==> src/rtl/updown_counter_param.sv <==
// rtl/updown_counter_param.sv - parametrised binary/BCD up/down counter with prescaler, load and wrap pulse
module updown_counter_param #(
   parameter int               WIDTH    = 16,
   parameter bit               MODE_BCD = 1'b0,
   parameter logic [WIDTH-1:0] MAX_VAL  = {WIDTH{1'b1}},
   parameter int               PRESCALE = 10_000_000
) (
   input  logic             clk,
   input  logic             rst,
   input  logic             en,
   input  logic             s,
   input  logic             ld,
   input  logic [WIDTH-1:0] din,
   output logic [WIDTH-1:0] cnt,
   output logic             Rc,
   output logic             wrap,
   output logic             tick
);
   localparam int            NIB     = WIDTH / 4;
   localparam int            PW      = (PRESCALE > 1) ? $clog2(PRESCALE) : 1;
   localparam logic [PW-1:0] PS_LAST = PW'(PRESCALE - 1);

   function automatic logic [WIDTH-1:0] all_nines();
      logic [WIDTH-1:0] v = '0;
      for (int i = 0; i < NIB; i++) v[4*i +: 4] = 4'h9;
      return v;
   endfunction

   localparam logic [WIDTH-1:0] TERM = MODE_BCD ? all_nines() : MAX_VAL;

   // Ripple a carry (up) or borrow (down) through the nibbles, stopping at the first one that absorbs it.
   function automatic logic [WIDTH-1:0] bcd_step(input logic [WIDTH-1:0] v, input logic down);
      logic [WIDTH-1:0] r = v;
      logic             c = 1'b1;
      for (int i = 0; i < NIB; i++) begin
         if (c) begin
            if (!down) begin
               if (v[4*i +: 4] >= 4'h9) r[4*i +: 4] = 4'h0;
               else begin
                  r[4*i +: 4] = v[4*i +: 4] + 4'd1;
                  c = 1'b0;
               end
            end else begin
               if (v[4*i +: 4] == 4'h0) r[4*i +: 4] = 4'h9;
               else begin
                  r[4*i +: 4] = v[4*i +: 4] - 4'd1;
                  c = 1'b0;
               end
            end
         end
      end
      return r;
   endfunction

   function automatic logic [WIDTH-1:0] sanitise(input logic [WIDTH-1:0] v);
      logic [WIDTH-1:0] r = v;
      if (MODE_BCD) begin
         for (int i = 0; i < NIB; i++)
            if (v[4*i +: 4] > 4'h9) r[4*i +: 4] = 4'h9;
      end else if (v > MAX_VAL) begin
         r = MAX_VAL;
      end
      return r;
   endfunction

   logic [PW-1:0]    presc;
   logic             tick_next;
   logic             at_edge;
   logic [WIDTH-1:0] cnt_next;

   assign tick_next = en && (presc == PS_LAST);
   assign at_edge   = s ? (cnt == '0) : (cnt == TERM);
   assign Rc        = at_edge;

   always_comb begin
      cnt_next = cnt;
      if (at_edge)       cnt_next = s ? TERM : '0;
      else if (MODE_BCD) cnt_next = bcd_step(cnt, s);
      else if (s)        cnt_next = cnt - WIDTH'(1);
      else               cnt_next = cnt + WIDTH'(1);
   end

   // Load outranks a coincident tick and restarts the prescale interval.
   always_ff @(posedge clk or posedge rst) begin
      if (rst) begin
         cnt   <= '0;
         presc <= '0;
         tick  <= 1'b0;
         wrap  <= 1'b0;
      end else if (ld) begin
         cnt   <= sanitise(din);
         presc <= '0;
         tick  <= 1'b0;
         wrap  <= 1'b0;
      end else if (tick_next) begin
         cnt   <= cnt_next;
         presc <= '0;
         tick  <= 1'b1;
         wrap  <= at_edge;
      end else begin
         if (en) presc <= presc + PW'(1);
         tick <= 1'b0;
         wrap <= 1'b0;
      end
   end
endmodule

==> config.mk <==
export PLATFORM = sky130hd
export DESIGN_NAME = updown_counter_param
export DESIGN_NICKNAME = d
export VERILOG_FILES = /design/src/rtl/updown_counter_param.sv
export SDC_FILE = /design/constraint.sdc
export NUM_CORES = 1
export LEC_CHECK = 0
export BUFFER_PORTS_ARGS = -buffer_cell sky130_fd_sc_hd__buf_2
export CORE_MARGIN = 4
export CORE_UTILIZATION = 30
export DETAILED_ROUTE_END_ITERATION = 12
export PLACE_DENSITY_LB_ADDON = 0.1
export SYNTH_ARGS = -nofsm -noshare
export SYNTH_HDL_FRONTEND = slang
export SYNTH_SLANG_ARGS = --single-unit
==> constraint.sdc <==
create_clock -name clk -period 2.83 [get_ports clk]
set_input_delay 0.283 -clock clk [delete_from_list [all_inputs] [get_ports clk]]
set_output_delay 0.283 -clock clk [all_outputs]
set_load 0.01 [all_outputs]
==> summary.md, run 1 <==
| Metric | Value |
|---|---|
| Outcome | complete, no violations |
| Leak Pwr | 1.46 nW |
| Critical path type | reg -> out |
| DR WL/cell | 16.0 microns |
| Buffers on Ports | 39 |
| Worst-Skew Late Latency | 0.30 ns |
| Worst R2R Start | cnt[0]$_DFFE_PP0P_ |
| Post-synthesis register bit count | 42 |
| Clock sinks | 42 |
| CTS buffer count | 5 |
| Die ar. | 11700 sq um |
| Unrepaired setup endpoints after global routing | false |
| DIE HEIGHT | 108 microns |
| Synthesis-to-layout area growth | 14.9% |
| Setup TNS | 0 ns |
| Worst EP required | roughly 2.6 ns |
| Multi-input gate area | 1830 sq um |
| CTS resizes | 0 |
| Filler cell count | between 1000 and 1500 |
| Sequential Area | 1050 sq um |
| Hold Path Class | in -> reg |
| Total congestion overflow | 0 |
| Synth Net Count | 371 |
| Asr flop ratio synth | 1.00 |
| Hold-fix buffers at CTS | 0 |
| Cell Area, Synth | 3000 sq um |
| R2r setup slk | 0.33 ns |
| Iteration-0 DRC Markers | 69 |
| Worst setup path endpoint | Rc |
| Pwr Density | between 400 and 500 nW/um^2 |
| R2R depth | 7 |
| Layout Skew | a little under 0.007 ns |
| Final wirelength | 8130 microns |
| Ports | 40 |
| Dpl hpwl | 5920 microns |
| Mean post-synth cell area | 8.97 sq um |
| Most frequent cells in the layout | 42 x nor2_1, 42 x dfrtp_1, 39 x buf_2 |
| Startpoint types | flip-flop |
| Number of flops mapped to enable cells by yosys | 0 |
| Fin crit share | 0.918 |
| Die Wd | 108 microns |
| Final-report hold violation count | 0 |
| Worst Setup End Kind | output port |
| Vias per std cell | 5.19 |
| Initial antenna violation count | 0 |
| Diodes inserted | 0 |
| Final Util | 0.354 |
| Via count | 2632 |
| Max clock buf depth | 2 |
| Root Driver | clkbuf_8 |
| Vias in the first global route | 2682 |
| CTS tree | done |
| Sequential cell area fraction in the yosys report | 0.351 |
| CORE AREA | 9730 sq um |
| Post-synth cell types | 61 |
| Post-CTS Setup Inserts | 0 |
| Min Tclk post-route | between 2 and 3 ns |
| Critical Path Start | cnt[0]$_DFFE_PP0P_ |
| DRT antenna net count | 0 |
| Max cap viols | 0 |
| Worst slew margin | 0.374 |
| Final number of max-transition violations | 0 |
| Post-layout nets | 410 |
| Total GRT Usage | 0.149 |
| Crit path DAT | 2.32 ns |
| Starting Density | 0.308 |
| First-pass GRT wire length | 13900 microns |
| DRC | 0 |
| Highest clock rate | 0.385 GHz |
| Worst-Margin Slew | between 0.9 and 1 ns |
| Post-Syn Instances | roughly 330 |
| Num rows | 36 |
| CTS HTree Levels | 2 |
| Peak VDD IR | 0.185 mV |
| 1st-pass router iterations | 4 |
| Critical path fanouts, max | 7 |
| Reg clk slew, reported paths | about 0.090 ns |
| Most used DFF post-synth | dfrtp_1 |
| Final setup vio count | 0 |
| Synth warnings | 0 |
| Pin count of the biggest net entering global routing | 43 |
| Reg2reg end | cnt[14]$_DFFE_PP0P_ |
| Final Wtd Congestion | 0.860 |
| Layout cells sized above 1 | 0.176 |
## registers in the layout, indices dropped and copies added (netlist names)
name   cells
tick       1
cnt       16
presc     24
wrap       1
## layer usage
layer  part of all wire  global-route usage  wire, microns  vias to the layer above
met1               0.46               0.197           3750                     1263
met4              0.021              0.0532            174                        0
met2               0.49               0.246           3950                       41
li1                   -                   -              -                     1315
met5                  0                   0              0                        -
met3              0.032              0.0251            263                       13
## kinds of logic (layout without fill, tap and decap cells)
family                     after synthesis  after routing  synth area share
AOI/OAI and AO/OA                       67             67             0.167
xor gates and xnor gates                32             32            0.0935
adders and majority gates               16             16            0.0693
buffers and inverters                   26             66            0.0422
DFF                                     42             42             0.351
muxes                                    3              3            0.0104
and+or+nand+nor                        148            148             0.266
## per-stage QoR
stage	instance area, sq um	hold slack [ns]	std cells	setup slack (ns)	total power, mW
6_report	3440	0.180	507	0.231	1.53
3_5_place_dp	3330	0.503	499	0.247	1.05
5_1_grt	3440	0.189	507	0.0624	1.63
2_1_floorplan	3000	0.402	334	0.484	0.937
4_1_cts	3440	0.172	507	0.180	1.56
3_3_place_gp	3330	0.492	499	0.252	1.05
## cell type report
class	count	area share
multi-input cells	266	0.530
flip-flops and latches	42	0.305
repair buffers	45	0.0698
well taps	133	0.0483
clock buffers	6	0.0211
inverters	13	0.0142
clock inverters	2	0.0109
## how the worst min path moves through the flow
stage               startpoint            endpoint  slack (ns)  cells after the start
global route            din[1]  cnt[1]$_DFFE_PP0P_        0.19                      3
CTS                     din[1]  cnt[1]$_DFFE_PP0P_        0.17                      3
detailed placement      din[4]  cnt[4]$_DFFE_PP0P_        0.50                      3
floorplan               din[1]  cnt[1]$_DFFE_PP0P_        0.40                      2
global placement        din[1]  cnt[1]$_DFFE_PP0P_        0.49                      3
finish                  din[1]  cnt[1]$_DFFE_PP0P_        0.18                      3
## where the power goes
group          switching, mW  internal, mW
Clock                  0.228         0.264
Combinational          0.207         0.160
Sequential            0.0451         0.625
Total                  0.480          1.05
## critical path, stage by stage (launching register included)
cell and delay [ns]:
dfrtp_1 0.50, nand4_1 0.19, or4_1 0.60, nor2_1 0.41
or2_2 0.20, buf_2 0.12
## cells in the mapped netlist (all sizes together) (3+ instances only)
cell type | instances | share of area
o211ai | 3 | 0.0075
a211oi | 3 | 0.0075
ha | 15 | 0.063
buf | 10 | 0.022
a2111oi | 4 | 0.016
nor3 | 15 | 0.033
o21ai | 7 | 0.012
dfrtp | 42 | 0.35
nand4 | 9 | 0.019
inv | 13 | 0.016
a221o | 3 | 0.010
nand2 | 29 | 0.036
xor2 | 15 | 0.044
a221oi | 6 | 0.018
o31ai | 7 | 0.019
or4 | 3 | 0.0088
nor2 | 43 | 0.056
xnor2 | 17 | 0.050
nor4 | 8 | 0.026
clkbuf | 3 | 0.0038
a21oi | 13 | 0.022
and4 | 4 | 0.012
a21o | 7 | 0.018
nand3 | 16 | 0.027
and3 | 6 | 0.013
Note: power is estimated with default switching activity, not from simulation.
==> run 2: changes to the inputs <==
Settings changed: CELL_PAD_IN_SITES_DETAIL_PLACEMENT set to 1, CELL_PAD_IN_SITES_GLOBAL_PLACEMENT set to 2.
==> run 2 against run 1 <==
Sequential share of layout area shrank 0.13 points. Core utilization up 0.15 points. Non-clock buffer count up 2. Critical path type is now reg -> reg.
==> summary.md, run 2 (same netlist as run 1, synthesis figures left out) <==
| Metric | Value |
|---|---|
| Outcome | complete, no violations |
| Max reg flops | 24 (unchanged) |
| Final setup vio count | 0 (unchanged) |
| DRC | 0 (unchanged) |
| Worst R2R Start | cnt[0]$_DFFE_PP0P_ |
| Diodes inserted | 0 (unchanged) |
| Top reg by flops | presc |
| Hold Path Class | in -> reg |
| CTS HTree Levels | 2 (unchanged) |
| Setup TNS | 0 ns (unchanged) |
| Total congestion overflow | 0 (unchanged) |
| Critical path fanouts, max | 7 (unchanged) |
| Die ar. | 11700 sq um (unchanged) |
| Min Tclk post-route | 2.48 ns (-0.119 ns) |
| Critical Path Start | cnt[0]$_DFFE_PP0P_ |
| Final wirelength | 8860 microns (+8.9%) |
| Design area | 3460 sq um (+0.44%) |
| Unrepaired setup endpoints after global routing | false |
| Worst Setup End Kind | flip-flop |
| Critical path type | reg -> reg |
| Most frequent cells in the layout | 42 x nor2_1, 42 x dfrtp_1, 39 x buf_2 |
| Crit path DAT | 2.68 ns (+0.36 ns) |
| CTS buffer count | 5 (unchanged) |
| Worst slew margin | 0.370 (-0.00414) |
| Die Wd | 108 microns (unchanged) |
| Synthesis-to-layout area growth | 15.4% |
| Buffers on Ports | 39 (unchanged) |
| Hold path start | din[3] |
| Layout Skew | 0.0120 ns (+0.00508 ns) |
| Worst-Margin Slew | 0.943 ns (+0.00620 ns) |
| Starting Density | 0.308 (unchanged) |
| Initial antenna violation count | 0 (unchanged) |
| Via count | 2666 (+1.3%) |
| CTS resizes | 0 (unchanged) |
| Final number of max-transition violations | 0 (unchanged) |
| DIE HEIGHT | 108 microns (unchanged) |
| Post-layout nets | 412 (+0.49%) |
| Reg clk slew, reported paths | 0.09 ns (about the same) |
| First-pass GRT wire length | 14300 microns (+3.2%) |
| 1st-pass router iterations | 4 (unchanged) |
| Peak VDD IR | 0.170 mV (-8.3%) |
| Iteration-0 DRC Markers | 65 (-5.8%) |
| Dpl hpwl | 6480 microns (+9.6%) |
| Post-CTS Setup Inserts | 0 (unchanged) |
| Largest registers | presc (24), cnt (16) |
| Max cap viols | 0 (unchanged) |
| Final Wtd Congestion | 0.805 (-6.4%) |
| Pin count of the biggest net entering global routing | 43 (unchanged) |
| Num rows | 36 (unchanged) |
| Fin crit share | 0.876 (-0.0419) |
| Hold-fix buffers at CTS | 0 (unchanged) |
| Worst EP required | 3.03 ns (+0.48 ns) |
| Pwr Density | 447 nW/um^2 (+0.79%) |
| Max clock buf depth | 2 (unchanged) |
| DR WL/cell | 17.4 microns (+8.5%) |
| Ports | 40 (unchanged) |
| CORE AREA | 9730 sq um (unchanged) |
| Startpoint types | flip-flop |
| CTS tree | done |
| Highest clock rate | 0.403 GHz (+4.8%) |
| Total GRT Usage | 0.156 (+0.00659) |
| Cell Area, Placed | 3350 sq um (+0.45%) |
| Root Driver | clkbuf_8 |
| Vias in the first global route | 2760 (+2.9%) |
| Vias per std cell | 5.24 (+0.89%) |
| Leak Pwr | 1.47 nW (+0.68%) |
| Worst-Skew Late Latency | 0.30 ns (about the same) |
| Layout cells sized above 1 | 0.181 (+0.00438) |
| Final-report hold violation count | 0 (unchanged) |
| DRT antenna net count | 0 (unchanged) |
| Clock sinks | 42 (unchanged) |
[run 2: cell count changes in the layout (fill, tap and decap cells not counted)]
cell / before / now
buf_4: 6 / 8
[run 2: critical path: stages (launching register included)]
cell	delay [ns]
dfrtp_1	0.49
fa_1	0.46
a21oi_1	0.26
o211ai_1	0.16
and4_1	0.20
o31a_1	0.28
or3_1	0.31
a31o_1	0.21
[run 2: per-stage QoR]
step | instances | util | setup WS [ns] | power [mW] | hold WS, ns
detailed placement | 501 | 0.344 | 0.231 | 1.06 | 0.501
CTS | 509 | 0.355 | 0.318 | 1.57 | 0.179
finish | 509 | 0.355 | 0.350 | 1.55 | 0.182
floorplan | 334 | - | 0.484 | 0.937 | 0.402
global route | 509 | 0.355 | 0.211 | 1.65 | 0.191
global placement | 501 | 0.344 | 0.290 | 1.06 | 0.492
[run 2: layout make-up]
| cell class | count | area, sq um |
|---|---|---|
| multi-input cells | 266 | 1830 |
| inverters | 13 | 48.8 |
| clock inverters | 2 | 37.5 |
| fillers | 1165 | 6270 |
| well taps | 133 | 166 |
| repair buffers | 47 | 255 |
| clock buffers | 6 | 72.6 |
| flip-flops and latches | 42 | 1050 |
[run 2: path summary, 6_finish.rpt]
kind	endpoint	slack [ns]	cells past startpoint
min in group asynchronous	presc[0]$_DFFE_PP0P_	0.19	2
max in group asynchronous	presc[14]$_DFFE_PP0P_	2.05	2
max	cnt[14]$_DFFE_PP0P_	0.35	7
min	cnt[3]$_DFFE_PP0P_	0.18	3
min reg2reg	presc[6]$_DFFE_PP0P_	0.56	2
max reg2reg	cnt[14]$_DFFE_PP0P_	0.35	7
[run 2: per-layer routing]
layer / share of wire / GRT usage / up-vias
met3: 0.019 / 0.0221 / 9
met1: 0.46 / 0.201 / 1324
met2: 0.51 / 0.276 / 25
met5: 0 / 0 / -
li1: - / - / 1308
met4: 0.012 / 0.0361 / 0
[run 2: where the power goes]
part           switching [mW]  leakage [nW]  internal [mW]  total [mW]
Combinational           0.211         0.868          0.161       0.372
Sequential             0.0465         0.549          0.625       0.671
Clock                   0.240        0.0514          0.264       0.504
